**src/rtl/mips_ctrl_pkg.sv**
```systemverilog
// Shared encodings for the multi-cycle MIPS main controller: opcodes, FSM states,
// datapath mux selects, error codes and the packed control-strobe bundle.
package mips_ctrl_pkg;

  localparam logic [5:0] OP_RTYPE = 6'b000000;
  localparam logic [5:0] OP_LW    = 6'b100011;
  localparam logic [5:0] OP_SW    = 6'b101011;
  localparam logic [5:0] OP_BEQ   = 6'b000100;
  localparam logic [5:0] OP_J     = 6'b000010;
  localparam logic [5:0] OP_ADDI  = 6'b001000;

  localparam logic [1:0] ALU_ADD   = 2'b00;
  localparam logic [1:0] ALU_SUB   = 2'b01;
  localparam logic [1:0] ALU_FUNCT = 2'b10;

  localparam logic [1:0] SRCB_RT     = 2'b00;
  localparam logic [1:0] SRCB_FOUR   = 2'b01;
  localparam logic [1:0] SRCB_IMM    = 2'b10;
  localparam logic [1:0] SRCB_IMM_SH = 2'b11;

  localparam logic [1:0] PCSRC_ALU    = 2'b00;
  localparam logic [1:0] PCSRC_ALUOUT = 2'b01;
  localparam logic [1:0] PCSRC_JUMP   = 2'b10;

  typedef enum logic [1:0] {
    ERR_NONE    = 2'b00,
    ERR_ILLEGAL = 2'b01,
    ERR_TIMEOUT = 2'b10
  } err_t;

  typedef enum logic [3:0] {
    S_IDLE      = 4'd0,
    S_FETCH     = 4'd1,
    S_DECODE    = 4'd2,
    S_MEM_ADDR  = 4'd3,
    S_MEM_RD    = 4'd4,
    S_MEM_WB    = 4'd5,
    S_MEM_WR    = 4'd6,
    S_R_EXEC    = 4'd7,
    S_R_WB      = 4'd8,
    S_BRANCH    = 4'd9,
    S_JUMP      = 4'd10,
    S_ADDI_EXEC = 4'd11,
    S_ADDI_WB   = 4'd12,
    S_HALT      = 4'd15
  } state_t;

  typedef struct packed {
    logic       pc_write;
    logic       pc_write_cond;
    logic       i_or_d;
    logic       mem_read;
    logic       mem_write;
    logic       ir_write;
    logic       mem_to_reg;
    logic       reg_dst;
    logic       reg_write;
    logic       alu_src_a;
    logic [1:0] alu_src_b;
    logic [1:0] alu_op;
    logic [1:0] pc_source;
    logic       instr_done;
  } ctrl_t;

  // States that hold a memory request open and therefore run the wait timer.
  function automatic logic is_wait_state(state_t s);
    return (s == S_FETCH) || (s == S_MEM_RD) || (s == S_MEM_WR);
  endfunction

endpackage

```
**src/rtl/multicycle_control_if.sv**
```systemverilog
// Controller <-> datapath bundle: instruction opcode and memory ready in, control
// strobes and status out. master = controller, slave = datapath.
interface multicycle_control_if;

  logic [5:0] opcode;
  logic       mem_ready;
  logic       pc_write;
  logic       pc_write_cond;
  logic       i_or_d;
  logic       mem_read;
  logic       mem_write;
  logic       ir_write;
  logic       mem_to_reg;
  logic       reg_dst;
  logic       reg_write;
  logic       alu_src_a;
  logic [1:0] alu_src_b;
  logic [1:0] alu_op;
  logic [1:0] pc_source;
  logic       instr_done;
  logic       halted;
  logic [1:0] err_code;
  logic [3:0] state_o;

  modport master (
    input  opcode, mem_ready,
    output pc_write, pc_write_cond, i_or_d, mem_read, mem_write, ir_write,
           mem_to_reg, reg_dst, reg_write, alu_src_a, alu_src_b, alu_op,
           pc_source, instr_done, halted, err_code, state_o
  );

  modport slave (
    output opcode, mem_ready,
    input  pc_write, pc_write_cond, i_or_d, mem_read, mem_write, ir_write,
           mem_to_reg, reg_dst, reg_write, alu_src_a, alu_src_b, alu_op,
           pc_source, instr_done, halted, err_code, state_o
  );

endinterface

```
**src/rtl/mem_wait_timer.sv**
```systemverilog
// Counts consecutive not-ready cycles of one memory access; expired is combinational and
// fires in the cycle that would be the MEM_TIMEOUT-th stall (0 disables the limit).
module mem_wait_timer #(
  parameter int MEM_TIMEOUT = 15
) (
  input  logic clk,
  input  logic rst_n,
  input  logic clr,
  input  logic en,
  output logic expired
);

  localparam int LIM = (MEM_TIMEOUT > 1) ? MEM_TIMEOUT - 1 : 0;
  localparam int CW  = (LIM > 0) ? $clog2(LIM + 1) : 1;

  logic [CW-1:0] cnt;

  always_ff @(posedge clk or negedge rst_n) begin
    if (!rst_n) begin
      cnt <= '0;
    end else if (clr) begin
      cnt <= '0;
    end else if (en && !expired) begin
      cnt <= cnt + CW'(1);
    end
  end

  // cnt holds the stalls already seen, so the limit cycle is the one where cnt == LIM.
  assign expired = (MEM_TIMEOUT != 0) && en && (cnt == CW'(LIM));

endmodule

```
**src/rtl/multicycle_control.sv**
```systemverilog
// Moore main controller for the multi-cycle MIPS datapath; outputs decode from state
// (FETCH/MEM_WR strobes also gated by mem_ready); memory stalls are bounded by mem_wait_timer.
module multicycle_control
  import mips_ctrl_pkg::*;
#(
  parameter int MEM_TIMEOUT = 15
) (
  input logic                 clk,
  input logic                 rst_n,
  multicycle_control_if.master bus
);

  state_t state_q, state_d;
  err_t   err_q, err_d;
  ctrl_t  ctl;
  logic   tmr_en;
  logic   tmr_expired;

  always_ff @(posedge clk or negedge rst_n) begin
    if (!rst_n) begin
      state_q <= S_IDLE;
      err_q   <= ERR_NONE;
    end else begin
      state_q <= state_d;
      err_q   <= err_d;
    end
  end

  assign tmr_en = is_wait_state(state_q) && !bus.mem_ready;

  // Any state change clears the counter, which covers entry into every wait state.
  mem_wait_timer #(
    .MEM_TIMEOUT(MEM_TIMEOUT)
  ) u_timer (
    .clk    (clk),
    .rst_n  (rst_n),
    .clr    (state_d != state_q),
    .en     (tmr_en),
    .expired(tmr_expired)
  );

  always_comb begin
    state_d = state_q;
    err_d   = err_q;
    ctl     = '0;

    case (state_q)
      S_IDLE: begin
        state_d = S_FETCH;
      end

      S_FETCH: begin
        ctl.mem_read  = 1'b1;
        ctl.alu_src_b = SRCB_FOUR;
        ctl.alu_op    = ALU_ADD;
        ctl.pc_source = PCSRC_ALU;
        if (bus.mem_ready) begin
          ctl.ir_write = 1'b1;
          ctl.pc_write = 1'b1;
          state_d      = S_DECODE;
        end else if (tmr_expired) begin
          state_d = S_HALT;
          err_d   = ERR_TIMEOUT;
        end
      end

      S_DECODE: begin
        ctl.alu_src_b = SRCB_IMM_SH;
        case (bus.opcode)
          OP_LW, OP_SW: state_d = S_MEM_ADDR;
          OP_RTYPE:     state_d = S_R_EXEC;
          OP_BEQ:       state_d = S_BRANCH;
          OP_J:         state_d = S_JUMP;
          OP_ADDI:      state_d = S_ADDI_EXEC;
          default: begin
            state_d = S_HALT;
            err_d   = ERR_ILLEGAL;
          end
        endcase
      end

      S_MEM_ADDR: begin
        ctl.alu_src_a = 1'b1;
        ctl.alu_src_b = SRCB_IMM;
        state_d       = (bus.opcode == OP_LW) ? S_MEM_RD : S_MEM_WR;
      end

      S_MEM_RD: begin
        ctl.mem_read = 1'b1;
        ctl.i_or_d   = 1'b1;
        if (bus.mem_ready) begin
          state_d = S_MEM_WB;
        end else if (tmr_expired) begin
          state_d = S_HALT;
          err_d   = ERR_TIMEOUT;
        end
      end

      S_MEM_WB: begin
        ctl.reg_write  = 1'b1;
        ctl.mem_to_reg = 1'b1;
        ctl.instr_done = 1'b1;
        state_d        = S_FETCH;
      end

      S_MEM_WR: begin
        ctl.mem_write = 1'b1;
        ctl.i_or_d    = 1'b1;
        if (bus.mem_ready) begin
          ctl.instr_done = 1'b1;
          state_d        = S_FETCH;
        end else if (tmr_expired) begin
          state_d = S_HALT;
          err_d   = ERR_TIMEOUT;
        end
      end

      S_R_EXEC: begin
        ctl.alu_src_a = 1'b1;
        ctl.alu_src_b = SRCB_RT;
        ctl.alu_op    = ALU_FUNCT;
        state_d       = S_R_WB;
      end

      S_R_WB: begin
        ctl.reg_write  = 1'b1;
        ctl.reg_dst    = 1'b1;
        ctl.instr_done = 1'b1;
        state_d        = S_FETCH;
      end

      S_BRANCH: begin
        ctl.alu_src_a     = 1'b1;
        ctl.alu_src_b     = SRCB_RT;
        ctl.alu_op        = ALU_SUB;
        ctl.pc_write_cond = 1'b1;
        ctl.pc_source     = PCSRC_ALUOUT;
        ctl.instr_done    = 1'b1;
        state_d           = S_FETCH;
      end

      S_JUMP: begin
        ctl.pc_write   = 1'b1;
        ctl.pc_source  = PCSRC_JUMP;
        ctl.instr_done = 1'b1;
        state_d        = S_FETCH;
      end

      S_ADDI_EXEC: begin
        ctl.alu_src_a = 1'b1;
        ctl.alu_src_b = SRCB_IMM;
        state_d       = S_ADDI_WB;
      end

      S_ADDI_WB: begin
        ctl.reg_write  = 1'b1;
        ctl.reg_dst    = 1'b0;
        ctl.instr_done = 1'b1;
        state_d        = S_FETCH;
      end

      S_HALT: begin
        state_d = S_HALT;
      end

      default: begin
        state_d = S_HALT;
      end
    endcase
  end

  assign bus.pc_write      = ctl.pc_write;
  assign bus.pc_write_cond = ctl.pc_write_cond;
  assign bus.i_or_d        = ctl.i_or_d;
  assign bus.mem_read      = ctl.mem_read;
  assign bus.mem_write     = ctl.mem_write;
  assign bus.ir_write      = ctl.ir_write;
  assign bus.mem_to_reg    = ctl.mem_to_reg;
  assign bus.reg_dst       = ctl.reg_dst;
  assign bus.reg_write     = ctl.reg_write;
  assign bus.alu_src_a     = ctl.alu_src_a;
  assign bus.alu_src_b     = ctl.alu_src_b;
  assign bus.alu_op        = ctl.alu_op;
  assign bus.pc_source     = ctl.pc_source;
  assign bus.instr_done    = ctl.instr_done;
  assign bus.halted        = (state_q == S_HALT);
  assign bus.err_code      = err_q;
  assign bus.state_o       = state_q;

endmodule
```
**src/flat_wrapper.sv**
```systemverilog
// flat-port wrapper written by rule: the top's interface ports become plain ports
module multicycle_control_flat import mips_ctrl_pkg::*;
#(
  parameter int MEM_TIMEOUT = 15
)
  (clk, rst_n, bus_opcode, bus_mem_ready, bus_pc_write, bus_pc_write_cond, bus_i_or_d, bus_mem_read, bus_mem_write, bus_ir_write, bus_mem_to_reg, bus_reg_dst, bus_reg_write, bus_alu_src_a, bus_alu_src_b, bus_alu_op, bus_pc_source, bus_instr_done, bus_halted, bus_err_code, bus_state_o);
  multicycle_control_if bus_i ();
  input logic clk;
  input logic rst_n;
  input wire logic [$bits(bus_i.opcode)-1:0] bus_opcode;
  input wire logic [$bits(bus_i.mem_ready)-1:0] bus_mem_ready;
  output wire logic [$bits(bus_i.pc_write)-1:0] bus_pc_write;
  output wire logic [$bits(bus_i.pc_write_cond)-1:0] bus_pc_write_cond;
  output wire logic [$bits(bus_i.i_or_d)-1:0] bus_i_or_d;
  output wire logic [$bits(bus_i.mem_read)-1:0] bus_mem_read;
  output wire logic [$bits(bus_i.mem_write)-1:0] bus_mem_write;
  output wire logic [$bits(bus_i.ir_write)-1:0] bus_ir_write;
  output wire logic [$bits(bus_i.mem_to_reg)-1:0] bus_mem_to_reg;
  output wire logic [$bits(bus_i.reg_dst)-1:0] bus_reg_dst;
  output wire logic [$bits(bus_i.reg_write)-1:0] bus_reg_write;
  output wire logic [$bits(bus_i.alu_src_a)-1:0] bus_alu_src_a;
  output wire logic [$bits(bus_i.alu_src_b)-1:0] bus_alu_src_b;
  output wire logic [$bits(bus_i.alu_op)-1:0] bus_alu_op;
  output wire logic [$bits(bus_i.pc_source)-1:0] bus_pc_source;
  output wire logic [$bits(bus_i.instr_done)-1:0] bus_instr_done;
  output wire logic [$bits(bus_i.halted)-1:0] bus_halted;
  output wire logic [$bits(bus_i.err_code)-1:0] bus_err_code;
  output wire logic [$bits(bus_i.state_o)-1:0] bus_state_o;
  assign bus_i.opcode = bus_opcode;
  assign bus_i.mem_ready = bus_mem_ready;
  assign bus_pc_write = bus_i.pc_write;
  assign bus_pc_write_cond = bus_i.pc_write_cond;
  assign bus_i_or_d = bus_i.i_or_d;
  assign bus_mem_read = bus_i.mem_read;
  assign bus_mem_write = bus_i.mem_write;
  assign bus_ir_write = bus_i.ir_write;
  assign bus_mem_to_reg = bus_i.mem_to_reg;
  assign bus_reg_dst = bus_i.reg_dst;
  assign bus_reg_write = bus_i.reg_write;
  assign bus_alu_src_a = bus_i.alu_src_a;
  assign bus_alu_src_b = bus_i.alu_src_b;
  assign bus_alu_op = bus_i.alu_op;
  assign bus_pc_source = bus_i.pc_source;
  assign bus_instr_done = bus_i.instr_done;
  assign bus_halted = bus_i.halted;
  assign bus_err_code = bus_i.err_code;
  assign bus_state_o = bus_i.state_o;
  multicycle_control #(.MEM_TIMEOUT(MEM_TIMEOUT)) u_core (.clk(clk), .rst_n(rst_n), .bus(bus_i));
endmodule
```
**config.mk**
```make
export PLATFORM = sky130hd
export DESIGN_NAME = multicycle_control_flat
export DESIGN_NICKNAME = d
export VERILOG_FILES = /design/src/rtl/mips_ctrl_pkg.sv /design/src/rtl/multicycle_control_if.sv /design/src/rtl/mem_wait_timer.sv /design/src/rtl/multicycle_control.sv /design/src/flat_wrapper.sv
export SDC_FILE = /design/constraint.sdc
export NUM_CORES = 1
export LEC_CHECK = 0
export ABC_AREA = 1
export ABC_CLOCK_PERIOD_IN_PS = 4550
export BUFFER_PORTS_ARGS = -buffer_cell sky130_fd_sc_hd__buf_2
export CAP_MARGIN = 20
export CORE_MARGIN = 1
export CORE_UTILIZATION = 42
export CTS_CLUSTER_SIZE = 20
export DETAILED_ROUTE_END_ITERATION = 6
export GPL_TIMING_DRIVEN = 0
export PLACE_DENSITY = 0.69
export SLEW_MARGIN = 20
export SYNTH_ARGS = -nofsm -noshare
export SYNTH_HDL_FRONTEND = slang
export SYNTH_HIERARCHICAL = 1
export SYNTH_SLANG_ARGS = --single-unit
export TNS_END_PERCENT = 100
```
**constraint.sdc**
```tcl
create_clock -name clk -period 4.55 [get_ports clk]
set_input_delay 0.2275 -clock clk [delete_from_list [all_inputs] [get_ports clk]]
set_output_delay 0.2275 -clock clk [all_outputs]
set_load 0.05 [all_outputs]
```
==> run metrics <==
DP Worst Slack 2009 ps; status completed; WL final 2.370 mm; row cnt 17; cell area after layout 1231 µm²; initial antenna violation count 0; total negative slack 0 ps; slowest cell on the critical path dfrtp_1; DRT Pass-1 Iters 4; Area contributors post-synth dfrtp_1 25%, nand2_1 19%, inv_1 9.5%, nor2_1 8.3%, nand3_1 7.1%; biggest cell delay along the critical path 480 ps; Worst path top cell family by delay simple AND/OR/NAND/NOR gates; yosys synthesis warning count 6; Die W 50.55 µm; fin. max-slew vios 0; post-DR wirelength/cell 10.35 µm; Initial Utilization 0.4474; die area 2555 µm²; clock slew at reported path FFs 70 ps; Final #Nets 213; RR Startpoint u_core/bus.state_o[2]; total number of vias 1142; clock tree from TritonCTS built; WHS 348.3 ps; sequential power share 0.488; CP Class flop to flop; vias in the first global route 971; largest net degree at the start of global routing 11; logic gate share of total power 0.076; final setup fails 0; top cell type's share of synthesized area 0.2528; Vias/cell 4.987; Yosys reg bits 10; routability congestion estimate 0.9611; post-CTS sizing 0; root buffer cell clkbuf_4; Worst Tran Pin Value 285.2 ps; clk sinks 10; Tot GR Track Use 0.2117; Clock Tree Buf Depth 2; Post-Route Utilization 0.5566; Switch Pwr 39.48 µW; internal power 142.5 µW; static leakage 0.7448 nW; Top cell by count, worst path nand2_1; Pwr Density 147.8 nW/µm²; clock network power share 0.436; critical path endpoint category flop; mean cell area of the mapped netlist 6.035 µm²; synthesized cell area 989.7 µm²; detailed-route DRC error count 0; antenna cells 0; VDD IR max 0.1488 mV; post-CTS setup buffers 0; Detailed Place HPWL 1.934 mm; Cell Chain, Critical Path inv_2, nor2_2, nand2_2, nand2_4, nand2_1, inv_1, inv_1, nor2_1, inv_1, nand2_1, nand3_4, nand3_2, nand2_1, nand2_1, nand2_1, nor2_1, nand2_1, inv_1, nand2_2, clkinv_2, nand2_1, nand2_1; max_cap viols 0; first-pass GRT wire length 4.133 mm; critical path depth 22; register area share after synthesis 0.2528; switching part of the total 0.2169; Worst Path Max Fanout 7; critical path required time 4750 ps; Ports 33; Area Overhead vs Synth 24.40%; Distinct cells, synth 24; Area after DPL 1185 µm²; initial DRC count 24; CORE AREA 2212 µm²; dpl cells 224; Num CTS Buffers 3; Yosys top cell by area dfrtp_1; H-Tree Depth 1; DIE HEIGHT 50.55 µm; Period Utilization, post-route 0.5737; final worst path period need 2610 ps; WP data arrival 2810 ps; synthesized instance count 164; syn nets 175; R2R Setup Slk 1940 ps; Layout Skew 5.603 ps; ANT nets after route 0; unrepaired setup endpoints after global routing false; Peak Freq 383.1 MHz; Port Buffers 32; Worst Reg-to-Reg Cells 22; Power, Total 182.0 µW; Buf+Inv Stages, Crit Path 6; ratio of cells with drive above 1 in the final layout 0.2786; CP startpoint kind flop; clock latency at the later pin of the worst-skew pair 260 ps; worst min path class input pin to asynchronous set/reset pin; capturing point of the worst reg2reg path u_core/u_timer/cnt[2]; final hold vios 0; fin cells 229; grt total ovfl 0; setup ws final 1940 ps; Worst slew margin 0.8091
-- how the worst max path moves through the flow --
stage	startpoint	end	slack, ps
2_1_floorplan	u_core/bus.state_o[0]	u_core/u_timer/cnt[1]	2050
3_3_place_gp	u_core/bus.state_o[2]	u_core/u_timer/cnt[3]	2030
3_5_place_dp	u_core/bus.state_o[2]	u_core/u_timer/cnt[1]	2010
4_1_cts	u_core/bus.state_o[2]	u_core/u_timer/cnt[2]	1990
5_1_grt	u_core/bus.state_o[0]	u_core/u_timer/cnt[3]	1610
6_report	u_core/bus.state_o[2]	u_core/u_timer/cnt[2]	1940
-- state kept, by name (all words and copies together) (netlist names) --
signal               cells
u_core/u_timer/cnt       4
u_core/bus.state_o       4
u_core/bus.err_code      2
-- worst register-to-register path, delay by kind of cell, from the launching register on --
kind                   cells  cell delay [ps]
buffers and inverters      6              570
and+or+nand+nor           16             1520
DFF                        1              480
-- routing by layer --
| metal | GRT usage | share of wire |
|---|---|---|
| met5 | 0 | 0 |
| met4 | 0.05093 | 0 |
| met3 | 0.04848 | 0.049 |
| met2 | 0.3378 | 0.48 |
| met1 | 0.2870 | 0.47 |
-- power by group through the flow --
stage                     combinational [mW]  clock (mW)  sequential [mW]
after floorplan                      0.00579           0           0.0906
after global placement                0.0128           0           0.0906
after detailed placement              0.0133           0           0.0906
after CTS                             0.0140      0.0826           0.0888
after global routing                  0.0160      0.0890           0.0888
final                                 0.0138      0.0794           0.0888
-- layout make-up --
class                   instances  area, µm²
multi-input cells             124      618.1
inverters                      28      106.4
repair buffers                 33      170.2
well taps                      28      35.03
plain buffers                   2      15.01
clock buffers                   4      36.28
fillers                       233      980.9
flip-flops and latches         10      250.2
-- cells in the final DEF (no fill, tap or decap) --
cell and count:
inv_2 2, o221ai_1 1, nor2_1 22, nand2_4 1
buf_4 2, nand3b_1 1, a21boi_2 1, buf_2 32
nand4_1 7, or2_2 1, nand2_1 51, o211ai_1 1
dlygate4sd3_1 1, a21oi_1 4, dfrtp_1 10, nand3_1 14
nand2_2 5, o21ai_0 5, clkbuf_8 1, nand3_4 1
nand3_2 3, clkbuf_4 3, clkinv_2 1, ha_1 2
o21ai_1 1, nor2_2 2, inv_1 25, nor2_4 1
-- cells by family after synthesis --
logic type	synth area share
buf+inv	0.1226
flops	0.2528
simple gates	0.5209
fa+ha+maj	0.02528
compound gates	0.07838
-- repair_timing --
item | in CTS | in global routing
endpoints found under the setup margin | 0 | 0
hold buffers | 1 | 0
endpoints found under the hold margin | 10 | 0
-- Yosys cell counts --
library cell  instances
a21boi_2              1
a21oi_1               4
buf_4                 2
clkinv_2              1
dfrtp_1              10
ha_1                  2
inv_1                25
inv_2                 2
nand2_1              51
nand2_2               5
nand2_4               1
nand3_1              14
nand3_2               3
nand3_4               1
nand3b_1              1
nand4_1               7
nor2_1               22
nor2_2                2
nor2_4                1
o211ai_1              1
o21ai_0               5
o21ai_1               1
o221ai_1              1
or2_2                 1
(Power assumes the default switching activity.)
